===== src/rtl/clock_ctrl_pkg.sv =====
// ---------------------------------------------------------------------------
// clock_ctrl_pkg
// Shared definitions for the time-setting sequencer: set-mode state encoding,
// wrap limits for the edited hour/minute values, blink mask patterns and the
// wrap-around increment helpers.
// ---------------------------------------------------------------------------
package clock_ctrl_pkg;

    typedef enum logic [1:0] {
        ST_RUN      = 2'd0,
        ST_SET_HOUR = 2'd1,
        ST_SET_MIN  = 2'd2,
        ST_COMMIT   = 2'd3
    } mode_state_t;

    localparam logic [4:0] HOUR_MAX   = 5'd23;
    localparam logic [5:0] MINUTE_MAX = 6'd59;

    localparam logic [3:0] BLINK_NONE   = 4'b0000;
    localparam logic [3:0] BLINK_HOUR   = 4'b1100;
    localparam logic [3:0] BLINK_MINUTE = 4'b0011;

    function automatic logic [4:0] hour_incr(input logic [4:0] v);
        return (v == HOUR_MAX) ? 5'd0 : v + 5'd1;
    endfunction

    function automatic logic [5:0] minute_incr(input logic [5:0] v);
        return (v == MINUTE_MAX) ? 6'd0 : v + 6'd1;
    endfunction

endpackage


===== src/rtl/button_debounce.sv =====
// ---------------------------------------------------------------------------
// button_debounce
// Synchronises a raw push button into the clock domain, accepts a new level
// only after DEBOUNCE_CYCLES consecutive samples that differ from the current
// accepted level, and emits a one-cycle press pulse on each accepted 0->1 edge.
// Raw edge to press pulse: DEBOUNCE_CYCLES+3 clock cycles.
// Ports:
//   clock    in   system clock
//   reset    in   asynchronous active-low reset
//   i_raw    in   raw button level (asynchronous)
//   o_level  out  debounced button level
//   o_press  out  one-cycle pulse on accepted rising edge
// ---------------------------------------------------------------------------
module button_debounce #(
    parameter int DEBOUNCE_CYCLES = 1024
) (
    input  logic clock,
    input  logic reset,
    input  logic i_raw,
    output logic o_level,
    output logic o_press
);

    localparam int CW = $clog2(DEBOUNCE_CYCLES + 1);

    logic          r_sync0;
    logic          r_sync1;
    logic          r_level;
    logic          r_level_prev;
    logic          r_press;
    logic [CW-1:0] r_count;

    always_ff @(posedge clock or negedge reset) begin
        if (!reset) begin
            r_sync0      <= 1'b0;
            r_sync1      <= 1'b0;
            r_level      <= 1'b0;
            r_level_prev <= 1'b0;
            r_press      <= 1'b0;
            r_count      <= '0;
        end else begin
            r_sync0 <= i_raw;
            r_sync1 <= r_sync0;
            // Count only an unbroken run of samples that disagree with the
            // accepted level; a single agreeing sample starts the run over.
            if (r_sync1 == r_level) begin
                r_count <= '0;
            end else if (r_count == CW'(DEBOUNCE_CYCLES - 1)) begin
                r_count <= '0;
                r_level <= r_sync1;
            end else begin
                r_count <= r_count + 1'b1;
            end
            r_level_prev <= r_level;
            r_press      <= r_level & ~r_level_prev;
        end
    end

    assign o_level = r_level;
    assign o_press = r_press;

endmodule


===== src/rtl/clock_set_controller.sv =====
// ---------------------------------------------------------------------------
// clock_set_controller
// Time-setting sequencer for the hour/minute/second datapath. Debounced mode
// and inc buttons drive a RUN -> SET_HOUR -> SET_MIN -> COMMIT state machine
// that freezes counting, edits working copies of hour/minute, commits them
// with one-cycle load strobes, and requests digit blinking while editing.
// A set state is abandoned without commit after TIMEOUT_TICKS idle ticks.
// Optional feature macro: CLOCK_SET_AUTOREPEAT_EN -- inc held for at least one
// tick in a set state repeats the increment every REPEAT_CYCLES cycles.
// Ports:
//   clock, reset                 clock / asynchronous active-low reset
//   btn_mode, btn_inc            raw buttons, active high
//   tick                         one-cycle 1 Hz strobe
//   hour_in, minute_in           current datapath time
//   run_en                       1 = datapath counts
//   load_hour, load_minute       commit strobes for hour_val / minute_val
//   clear_seconds                commit strobe clearing seconds/prescaler
//   hour_val, minute_val         edited values
//   blink_mask                   [3:2] hour digits, [1:0] minute digits
//   mode_state                   current FSM state
// ---------------------------------------------------------------------------
module clock_set_controller
    import clock_ctrl_pkg::*;
#(
    parameter int DEBOUNCE_CYCLES = 1024,
    parameter int TIMEOUT_TICKS   = 30,
    parameter int REPEAT_CYCLES   = 8192
) (
    input  logic       clock,
    input  logic       reset,
    input  logic       btn_mode,
    input  logic       btn_inc,
    input  logic       tick,
    input  logic [4:0] hour_in,
    input  logic [5:0] minute_in,
    output logic       run_en,
    output logic       load_hour,
    output logic       load_minute,
    output logic       clear_seconds,
    output logic [4:0] hour_val,
    output logic [5:0] minute_val,
    output logic [3:0] blink_mask,
    output logic [1:0] mode_state
);

    localparam int IW = $clog2(TIMEOUT_TICKS + 1);

    mode_state_t   r_state;
    mode_state_t   w_state_next;
    logic [4:0]    r_hour_val;
    logic [4:0]    w_hour_next;
    logic [5:0]    r_minute_val;
    logic [5:0]    w_minute_next;
    logic [IW-1:0] r_idle;
    logic [IW-1:0] w_idle_next;
    logic          r_phase;
    logic          w_phase_next;

    logic w_mode_press;
    logic w_mode_level;
    logic w_inc_press;
    logic w_inc_level;
    logic w_inc_evt;
    logic w_in_set;

    button_debounce #(.DEBOUNCE_CYCLES(DEBOUNCE_CYCLES)) u_mode_db (
        .clock   (clock),
        .reset   (reset),
        .i_raw   (btn_mode),
        .o_level (w_mode_level),
        .o_press (w_mode_press)
    );

    button_debounce #(.DEBOUNCE_CYCLES(DEBOUNCE_CYCLES)) u_inc_db (
        .clock   (clock),
        .reset   (reset),
        .i_raw   (btn_inc),
        .o_level (w_inc_level),
        .o_press (w_inc_press)
    );

    assign w_in_set = (r_state == ST_SET_HOUR) || (r_state == ST_SET_MIN);

`ifdef CLOCK_SET_AUTOREPEAT_EN
    localparam int RW = $clog2(REPEAT_CYCLES + 1);

    logic          r_rep_armed;
    logic [RW-1:0] r_rep_cnt;
    logic          w_repeat;

    // Arms on the first tick seen while inc is held in a set state; from then
    // on a repeat fires every REPEAT_CYCLES cycles until release or exit.
    always_ff @(posedge clock or negedge reset) begin
        if (!reset) begin
            r_rep_armed <= 1'b0;
            r_rep_cnt   <= '0;
        end else if (!w_in_set || !w_inc_level || w_mode_press) begin
            r_rep_armed <= 1'b0;
            r_rep_cnt   <= '0;
        end else if (!r_rep_armed) begin
            r_rep_armed <= tick;
            r_rep_cnt   <= '0;
        end else if (w_repeat) begin
            r_rep_cnt <= '0;
        end else begin
            r_rep_cnt <= r_rep_cnt + 1'b1;
        end
    end

    assign w_repeat  = r_rep_armed && (r_rep_cnt == RW'(REPEAT_CYCLES - 1));
    assign w_inc_evt = w_inc_press | w_repeat;

    logic w_unused_levels;
    assign w_unused_levels = &{1'b0, w_mode_level};
`else
    assign w_inc_evt = w_inc_press;

    logic w_unused_levels;
    assign w_unused_levels = &{1'b0, w_mode_level, w_inc_level, REPEAT_CYCLES[0]};
`endif

    always_ff @(posedge clock or negedge reset) begin
        if (!reset) begin
            r_state      <= ST_RUN;
            r_hour_val   <= 5'd0;
            r_minute_val <= 6'd0;
            r_idle       <= '0;
            r_phase      <= 1'b0;
        end else begin
            r_state      <= w_state_next;
            r_hour_val   <= w_hour_next;
            r_minute_val <= w_minute_next;
            r_idle       <= w_idle_next;
            r_phase      <= w_phase_next;
        end
    end

    always_comb begin
        w_state_next  = r_state;
        w_hour_next   = r_hour_val;
        w_minute_next = r_minute_val;
        w_idle_next   = r_idle;
        w_phase_next  = r_phase;
        run_en        = 1'b1;
        load_hour     = 1'b0;
        load_minute   = 1'b0;
        clear_seconds = 1'b0;
        blink_mask    = BLINK_NONE;

        case (r_state)
            ST_RUN: begin
                if (w_mode_press) begin
                    w_hour_next   = hour_in;
                    w_minute_next = minute_in;
                    w_state_next  = ST_SET_HOUR;
                    w_idle_next   = '0;
                    w_phase_next  = 1'b0;
                end
            end

            ST_SET_HOUR, ST_SET_MIN: begin
                run_en = 1'b0;
                if (r_phase) begin
                    blink_mask = (r_state == ST_SET_HOUR) ? BLINK_HOUR : BLINK_MINUTE;
                end
                // mode has priority over a coincident inc; a press swallows a
                // coincident tick as far as the idle timer is concerned.
                if (w_mode_press) begin
                    w_state_next = (r_state == ST_SET_HOUR) ? ST_SET_MIN : ST_COMMIT;
                    w_idle_next  = '0;
                    w_phase_next = 1'b0;
                end else begin
                    if (tick) begin
                        w_phase_next = ~r_phase;
                    end
                    if (w_inc_evt) begin
                        w_idle_next = '0;
                        if (r_state == ST_SET_HOUR) begin
                            w_hour_next = hour_incr(r_hour_val);
                        end else begin
                            w_minute_next = minute_incr(r_minute_val);
                        end
                    end else if (tick) begin
                        if (r_idle == IW'(TIMEOUT_TICKS - 1)) begin
                            w_state_next = ST_RUN;
                            w_idle_next  = '0;
                        end else begin
                            w_idle_next = r_idle + 1'b1;
                        end
                    end
                end
            end

            ST_COMMIT: begin
                run_en        = 1'b0;
                load_hour     = 1'b1;
                load_minute   = 1'b1;
                clear_seconds = 1'b1;
                w_state_next  = ST_RUN;
            end

            default: begin
                w_state_next = ST_RUN;
            end
        endcase
    end

    assign hour_val   = r_hour_val;
    assign minute_val = r_minute_val;
    assign mode_state = r_state;

endmodule


===== config.mk =====
export PLATFORM = sky130hd
export DESIGN_NAME = clock_set_controller
export DESIGN_NICKNAME = d
export VERILOG_FILES = /design/src/rtl/clock_ctrl_pkg.sv /design/src/rtl/button_debounce.sv /design/src/rtl/clock_set_controller.sv
export SDC_FILE = /design/constraint.sdc
export NUM_CORES = 1
export LEC_CHECK = 0
export ABC_AREA = 1
export CORE_AREA = 2 2 81 83
export CTS_BUF_LIST = sky130_fd_sc_hd__clkbuf_16
export DETAILED_ROUTE_END_ITERATION = 16
export DIE_AREA = 0 0 83 85
export GPL_TIMING_DRIVEN = 1
export PLACE_DENSITY = 0.71
export SLEW_MARGIN = 20
export SYNTH_ARGS = -nofsm -noshare
export SYNTH_HDL_FRONTEND = slang
export SYNTH_SLANG_ARGS = --single-unit

===== constraint.sdc =====
create_clock -name clock -period 2.14 [get_ports clock]
set_input_delay 0.214 -clock clock [delete_from_list [all_inputs] [get_ports clock]]
set_output_delay 0.214 -clock clock [all_outputs]
set_load 0.01 [all_outputs]

# Word-level counts from Yosys, hierarchy flattened
# Cells that the tools add are included.
# Widths: inputs -> output; s select.
# classes
n_addsub	5
n_eq_ne	19
mux	38
n_bitwise	7
n_reduce_logical	11
# op_table
cell	n
$mux 5	10
$mux 11	4
$mux 6	5
$add 11x1->11 const B	2
$eq 11x10->1 const B	2
$pmux 5 s2	2
$mux 4	3
$pmux 6 s2	1
$add 5x1->5 const B	2
$eq 5x5->1 const B	2
$mux 2	5
$reduce_and 5->1	2
$add 6x1->6 const B	1
$eq 6x6->1 const B	1
$mux 1	6
$ne 2x2->1 const B	3
$ne 3x2->1 const B	2
$pmux 2 s3	1
$reduce_and 3->1	2
$not 1->1	5
$eq 2x2->1 const B	2
$ne 2x1->1 const B	2
$ne 4x2->1 const B	1
$reduce_and 2->1	2
other kinds (10)	12
# totals
regBits	51
inputBits	16
output_inout_bits	21
word_cells	97

# Longest topological paths before layout
# Gate-level depths: netlist of the first run.
# depth
depth_word	6
ltp_mapped	10
depth_no_buf	10

# Cells and area by module
# From an unflattened synthesis of the first run, not the netlist that was laid out.
# hier_totals
cells_unflattened	373
hier_area_um2	2905.3
# modules_own_cells
module	n_inst	cells_per_inst	area_each_um2	seq_area_each_um2
button_debounce	2	80	753.2	400.4
clock_set_controller	1	213	1398.8	475.5

# Worst setup path before layout of the first run
# No wires, ideal clock.
# synth_path
path_type	register to output
startpoint	register r_state[0], in the netlist mode_state[0]
endpoint	output port blink_mask[1]
arrival_time_ns	1.617
t_required_ns	1.926
path_slack_ns	0.309
stages_incl_launch_ff	7
path_buffers	2
cell_sequence	dfrtp_1 -> inv_1 -> ha_1 -> inv_2 -> buf_2 -> nor3_1 -> buf_4
# synth_between
elab_chain_cells	4
elab_cells_between_ends	6
cone_classes	eq/ne (2); mux (3); reduce/logical (1)
# synth_rtl
item	line	text
start, declared	clock_set_controller.sv:48	mode_state_t r_state;
start signal, assigned	clock_set_controller.sv:130	r_state <= w_state_next;
$eq 2x1->1	clock_set_controller.sv:150, clock_set_controller.sv:164	
$mux 4	clock_set_controller.sv:164	blink_mask = (r_state == ST_SET_HOUR) ? BLINK_HOUR : BLINK_MINUTE;
$mux 4	clock_set_controller.sv:163	if (r_phase) begin
$mux 4 *	clock_set_controller.sv:150	case (r_state)
end, declared	clock_set_controller.sv:42	output logic [3:0] blink_mask,
# Mark *: on every way between the ends. The rest lies on a longest branch, timed or not.

# Final worst setup path of the first run
# layout_path
startpoint	register r_state[1], in the netlist mode_state[1]
endpoint	output port blink_mask[2]
# The elaborated chain is that of the path after synthesis.

==> flow_metrics.tcl, run 1 <==
set metrics [dict create \
    cts-root-to-sink-buffers 2 \
    critical_path.reg2reg.startpoint "mode_state[1]$_DFFE_PN0P_" \
    worst-endpoint-required_ps 1930 \
    outcome "complete, no violations" \
    final.period_utilization 0.8944 \
    synth_top_cells_by_count "sky130_fd_sc_hd__nand2_1, sky130_fd_sc_hd__dfrtp_1, sky130_fd_sc_hd__inv_1, sky130_fd_sc_hd__nor2_1, sky130_fd_sc_hd__nand3_1" \
    yosysMostFrequentCell "sky130_fd_sc_hd__nand2_1" \
    sequential_cell_area_sq_um 1277 \
    placeableCoreArea_sq_um 6205 \
    period_needed_ps 1914 \
    fillerInstances 578 \
    hold_viol_final 0 \
    area_contributors_post_synth "sky130_fd_sc_hd__dfrtp_1, sky130_fd_sc_hd__nand2_1, sky130_fd_sc_hd__inv_1, sky130_fd_sc_hd__nor2_1, sky130_fd_sc_hd__ha_1" \
    cpMostUsedCell "sky130_fd_sc_hd__inv_1" \
    cts.htree.levels 2 \
    setup.worst_path.class "flip-flop to output pin" \
    dieWidth_um 83 \
    ff2ff_setup_slack_ps 260 \
    cp_slowest_stage_delay_ps 540 \
    worst_setup_path_end_kind "output pin" \
    place.detailed.hpwl_um 3996 \
    detailedRoute.firstIterationViolations 83 \
    vias_per_cell 4.902 \
    finish.cell_count_without_fillers 479 \
    first_global_vias 2374 \
    grt_overflow_total 0 \
    diodes 0 \
    r2r-end "minute_val[2]$_DFFE_PN0P_" \
    maximum_number_of_pins_on_one_net_before_global_route_repair 27 \
    setup_viol 0 \
    critical-path-slowest-cell "sky130_fd_sc_hd__clkdlybuf4s50_1" \
    mappedNetlistNets 387 \
    placement_rows 29 \
    place_inst 470 \
    synth.yosys.warnings 0 \
    worst_setup_path_startpoint "mode_state[1]$_DFFE_PN0P_" \
    wl_um 5214 \
    ios 37 \
    path_buf_inv 3 \
    ys_async_sr_fraction 1.000 \
    fmaxAchievable_mhz 522.4 \
    timing.critical_path.fanout_max 4 \
    rsz0062_at_grt "no" \
    post_route_cells_drive_above_1_share 0.05970 \
    cts-buffers-inserted 5 \
    tritoncts_clock_tree "done" \
    max_slew.worst_pin.slew_ps 624.3 \
    numPortBuffers 36 \
    worst-path-stages 5 \
    power_leakage_nw 1.651 \
    r2r_cells 10 \
    fin_tns_setup_ps 0 \
    netlist_area_sq_um 2759 \
    starting_density_of_the_core 0.4446 \
    die_height_um 85 \
    synth.top_cell.area_share 0.4626 \
    drt_pass1_iterations 4 \
    critPathArrivalTime_ps 1700 \
    postSynthCellCount 360 \
    max-slew-margin-rel 0.5838 \
    drt_drc_violations_left 0 \
    number_of_enable_flip_flop_cells_after_synthesis 0 \
    cpLargestDelayFamily "buffers and inverters" \
    vias 2348 \
    cellPowerDensity_nw_per_um2 1026 \
    root_buffer "sky130_fd_sc_hd__clkbuf_16" \
    worstPathCellList "inv_1 -> ha_1 -> nand2_1 -> inv_1 -> clkdlybuf4s50_1" \
    layout-area-overhead-vs-synth_pct 21.59 \
    maxCapViolCount 0 \
    clock-sinks 51 \
    multiInputGateArea_sq_um 1240 \
    path_clk_slew_ps 60 \
    synth_largest_area_cell "sky130_fd_sc_hd__dfrtp_1" \
    final_max_slew_viol_count 0 \
    die_area_sq_um 7055 \
    netlist-cell-type-count 30 \
    timing.critical_path.to "blink_mask[2]" \
    wl_cell_um 10.89 \
    irDropWorstVdd_uv 534.4 \
    critPathLaunchType "flip-flop" \
    timing.clock.skew_ps 3.989 \
    gp_routability_congestion 0.8133 \
    groute.usage.overall 0.1679 \
    synth_flop_cell "sky130_fd_sc_hd__dfrtp_1" \
    avgSynthCellArea_sq_um 7.664 \
    grt_antenna_before_repair 0 \
    worst_skew_pair.late_latency_ps 290 \
    ant_nets 0 \
    synth-seq-cells 51 \
    hold_path.class "flip-flop to flip-flop" \
    finish.net_count 428 \
    yosysSeqAreaShare 0.4626 \
    global_route_wire_length_before_repair_um 9880 \
]
power by group:
part           internal, mW  switching, mW  total [mW]
clock                 0.427          0.342       0.769
sequential             1.13          0.183        1.31
combinational         0.613          0.750        1.36
total                  2.17           1.27        3.44
registers in the layout, indices dropped and copies added, names as in the netlist, 2 cells and up:
signal	flops
minute_val	6
u_inc_db.r_count	11
mode_state	2
r_idle	5
hour_val	5
u_mode_db.r_count	11
logic make-up (layout without fill, tap and decap cells):
group	count (synthesis)	after routing	share of synthesized area
flops	51	51	0.4626
xor+xnor	9	9	0.02857
simple gates	197	197	0.3025
compound gates	32	32	0.06849
fa+ha+maj	11	11	0.04989
buf+inv	60	102	0.08798
through the flow:
stage	utilization	power [mW]	setup slack (ps)	hold slack, ps	cell area [sq um]
5_1_grt	0.5406	3.735	106.2	357.6	3354
2_1_floorplan	-	2.169	309.2	-81.59	2759
6_report	0.5406	3.442	225.9	351.7	3354
4_1_cts	0.5406	3.482	202.9	352.9	3354
3_3_place_gp	0.5166	2.659	332.0	265.4	3206
3_5_place_dp	0.5166	2.701	267.9	271.9	3206
worst min-delay path by stage:
stage | cells after the start | slack, ps | to | startpoint
after floorplan | 0 | -80 | hour_val[0]$_DFFE_PN0P_ | reset
after global placement | 1 | 270 | mode_state[1]$_DFFE_PN0P_ | reset
after detailed placement | 1 | 270 | mode_state[0]$_DFFE_PN0P_ | reset
after CTS | 0 | 350 | u_mode_db.r_sync1$_DFF_PN0_ | u_mode_db.r_sync0$_DFF_PN0_
after global routing | 0 | 360 | u_mode_db.r_sync1$_DFF_PN0_ | u_mode_db.r_sync0$_DFF_PN0_
final | 0 | 350 | u_mode_db.r_sync1$_DFF_PN0_ | u_mode_db.r_sync0$_DFF_PN0_
area by class of cell:
class / instances / area share
clock inverter: 3 / 0.004476
sequential: 51 / 0.3808
clock buffer: 5 / 0.03730
inverter: 54 / 0.06043
multi-input combinational: 249 / 0.3696
tap: 77 / 0.02872
timing repair buffer: 40 / 0.1186
routing by layer:
layer	vias to the layer above	global-route usage	routed length, um
li1	1209	-	-
met1	1095	0.2011	2434
met2	38	0.3021	2536
met3	6	0.03210	172
met4	0	0.05961	70
met5	-	0	0
repair_timing:
item | CTS | global route
resized for setup | 3 | 0
hold buffers | 1 | 0
endpoints found under the hold margin | 25 | 0
endpoints found under the setup margin | 2 | 0
setup buffers | 0 | 0
layout by cell type, fill, tap and decap left out, types with 5 or more instances in the layout:
master / netlist / final
sky130_fd_sc_hd__dfrtp_1: 51 / 50
sky130_fd_sc_hd__o21ai_0: 16 / 16
sky130_fd_sc_hd__nand4_1: 7 / 7
sky130_fd_sc_hd__inv_1: 51 / 51
sky130_fd_sc_hd__nand3_1: 27 / 27
sky130_fd_sc_hd__nor2_1: 50 / 50
sky130_fd_sc_hd__xor2_1: 6 / 6
sky130_fd_sc_hd__clkdlybuf4s50_1: 0 / 33
sky130_fd_sc_hd__nor3_1: 9 / 9
sky130_fd_sc_hd__a21oi_1: 5 / 5
sky130_fd_sc_hd__clkbuf_16: 0 / 5
sky130_fd_sc_hd__ha_1: 11 / 11
sky130_fd_sc_hd__nand2_1: 95 / 95
Note: power is estimated with default switching activity, not from simulation.
==> inputs of run 2 (changes only) <==
--- a/config.mk
+++ b/config.mk
@@ -12,7 +12,6 @@
 export DIE_AREA = 0 0 83 85
 export GPL_TIMING_DRIVEN = 1
 export PLACE_DENSITY = 0.71
-export SLEW_MARGIN = 20
 export SYNTH_ARGS = -nofsm -noshare
 export SYNTH_HDL_FRONTEND = slang
 export SYNTH_SLANG_ARGS = --single-unit
==> results of run 2 <==
Final layout, timing and power as in run 1 (identical DEF).
==> inputs of run 3 (changes only) <==
==> constraint.sdc (replaced) <==
create_clock -name clock -period 2.3 [get_ports clock]
set_input_delay 0.23 -clock clock [delete_from_list [all_inputs] [get_ports clock]]
set_output_delay 0.23 -clock clock [all_outputs]
set_load 0.01 [all_outputs]
==> flow_metrics.tcl, run 3 (synthesis gave the netlist of run 1 again) <==
set metrics [dict create \
    wl_cell_um 10.94 \
    die_area_sq_um 7055 \
    drt_pass1_iterations 4 \
    worst_case_setup_margin_in_the_final_layout_ps 128.8 \
    worstPathCellList "inv_1 -> ha_1 -> inv_2 -> nor3_1 -> clkdlybuf4s50_1" \
    vias_per_cell 4.810 \
    timing.clock.skew_ps 3.682 \
    global_route_wire_length_before_repair_um 9577 \
    power_frac_clock 0.253 \
    pwr-share-seq 0.366 \
    vias 2309 \
    place_inst 471 \
    worst-endpoint-required_ps 2070 \
    post_cts_buffers 0 \
    swShare 0.3604 \
    placement_rows 29 \
    cts-root-to-sink-buffers 2 \
    worst_setup_path_end_kind "output pin" \
    gp_routability_congestion 0.8236 \
    placeableCoreArea_sq_um 6205 \
    setup.worst_path.class "flip-flop to output pin" \
    placement.setup.worst_slack_ps 384.5 \
    die_height_um 85 \
    holdCritStartpoint "u_inc_db.r_sync0$_DFF_PN0_" \
    place.detailed.hpwl_um 3991 \
    critPathLaunchType "flip-flop" \
    root_buffer "sky130_fd_sc_hd__clkbuf_16" \
    ios 37 \
    globalRoute.busiestLayer "met2" \
    ant_nets 0 \
    power_leakage_nw 1.652 \
    irDropWorstVdd_uv 577.2 \
    worst_setup_path_startpoint "mode_state[0]$_DFFE_PN0P_" \
    total_power_mw 3.337 \
    tritoncts_clock_tree "done" \
    finish.net_count 429 \
    critPathArrivalTime_ps 1940 \
    internal_power_mw 2.135 \
    starting_density_of_the_core 0.4446 \
    rsz0062_at_grt "no" \
    cp_slowest_stage_delay_ps 580 \
    fin_tns_setup_ps 0 \
    path_buf_inv 3 \
    fmaxAchievable_mhz 460.6 \
    post_route_cells_drive_above_1_share 0.05707 \
    detailedRoute.firstIterationViolations 74 \
    final_cell_mix "sky130_fd_sc_hd__nand2_1, sky130_fd_sc_hd__inv_1, sky130_fd_sc_hd__dfrtp_1, sky130_fd_sc_hd__nor2_1, sky130_fd_sc_hd__clkdlybuf4s50_1" \
    max_slew.worst_pin.slew_ps 540.8 \
    first_global_vias 2239 \
    critical-path-slowest-cell "sky130_fd_sc_hd__clkdlybuf4s50_1" \
    wl_um 5251 \
    diodes 0 \
    outcome "complete, no violations" \
    final_max_slew_viol_count 0 \
    grt_antenna_before_repair 0 \
    hold_viol_final 0 \
    hold_path.class "flip-flop to flip-flop" \
    placed_cell_area_sq_um 3201 \
    cpLargestDelayFamily "buffers and inverters" \
    numPortBuffers 36 \
    finish.cell_count_without_fillers 480 \
    drt_drc_violations_left 0 \
    worst_skew_pair.late_latency_ps 290 \
    dieWidth_um 83 \
    clock-sinks 51 \
    cts-buffers-inserted 5 \
    cellPowerDensity_nw_per_um2 987.8 \
    groute.usage.overall 0.1638 \
    grt_overflow_total 0 \
    maxCapViolCount 0 \
    final.period_utilization 0.9440 \
    setup_viol 0 \
    period_needed_ps 2171 \
    max-slew-margin-rel 0.6394 \
    met2_usage 0.2911 \
    path_clk_slew_ps 70 \
    grt_use_met1 0.1994 \
    final_non_filler_cell_area_sq_um 3378 \
    pwr-share-comb 0.381 \
    layout-area-overhead-vs-synth_pct 22.45 \
    timing.critical_path.fanout_max 6 \
    maximum_number_of_pins_on_one_net_before_global_route_repair 23 \
    net_switching_component_of_the_power_mw 1.203 \
    met3_usage 0.03307 \
    final_common_cell "sky130_fd_sc_hd__nand2_1" \
    cts-resized-gates 0 \
    cts.htree.levels 2 \
    critical_path.reg2reg.startpoint "mode_state[0]$_DFFE_PN0P_" \
]
## run 3: changes by cell type in the layout (fill, tap and decap cells not counted), moves of 2 or more
cell	previous run	this run
sky130_fd_sc_hd__clkdlybuf4s50_1	33	35
sky130_fd_sc_hd__buf_4	2	4
sky130_fd_sc_hd__dlygate4sd2_1	2	0
sky130_fd_sc_hd__clkinv_2	3	0
## run 3: power by group through the flow
stage | clock network, mW | logic (mW) | registers, mW
2_1_floorplan | 0 | 0.777 | 1.24
3_3_place_gp | 0 | 1.24 | 1.23
3_5_place_dp | 0 | 1.27 | 1.24
4_1_cts | 0.865 | 1.28 | 1.22
5_1_grt | 0.900 | 1.45 | 1.24
6_report | 0.843 | 1.27 | 1.22
## run 3: what timing repair did
item | in CTS | in global routing
setup endpoints to repair | 0 | 0
hold buffers | 1 | 0
endpoints found under the hold margin | 20 | 0
## run 3: layer usage
metal	up-vias	wire, um
met5	-	0
met4	0	70
met1	1051	2520
met3	7	165
li1	1214	-
met2	37	2494
## run 3: metrics by stage
step | hold slack (ps) | utilization
2_1_floorplan | -65.59 | -
3_3_place_gp | 243.4 | 0.5158
3_5_place_dp | 243.7 | 0.5158
4_1_cts | 352.3 | 0.5445
5_1_grt | 356.5 | 0.5445
6_report | 350.6 | 0.5445
## run 3: cell type report
| cell class | count | area [sq um] |
|---|---|---|
| fill | 565 | 2826 |
| inverter | 54 | 202.7 |
| timing repair buffer | 41 | 395.4 |
| tap | 77 | 96.34 |
| clock buffer | 5 | 125.1 |
| clock inverter | 3 | 42.54 |
| multi-input combinational | 249 | 1240 |
| sequential | 51 | 1276 |
## run 3: path summary, 6_finish.rpt
check | slack, ps | depth (start not counted) | end
min in group asynchronous | 460 | 2 | r_idle[2]$_DFFE_PN0P_
min reg2reg | 350 | 0 | u_inc_db.r_sync1$_DFF_PN0_
min | 350 | 0 | u_inc_db.r_sync1$_DFF_PN0_
max | 130 | 5 | blink_mask[0]
max in group asynchronous | 1220 | 3 | r_idle[1]$_DFFE_PN0P_
max reg2reg | 420 | 10 | minute_val[2]$_DFFE_PN0P_
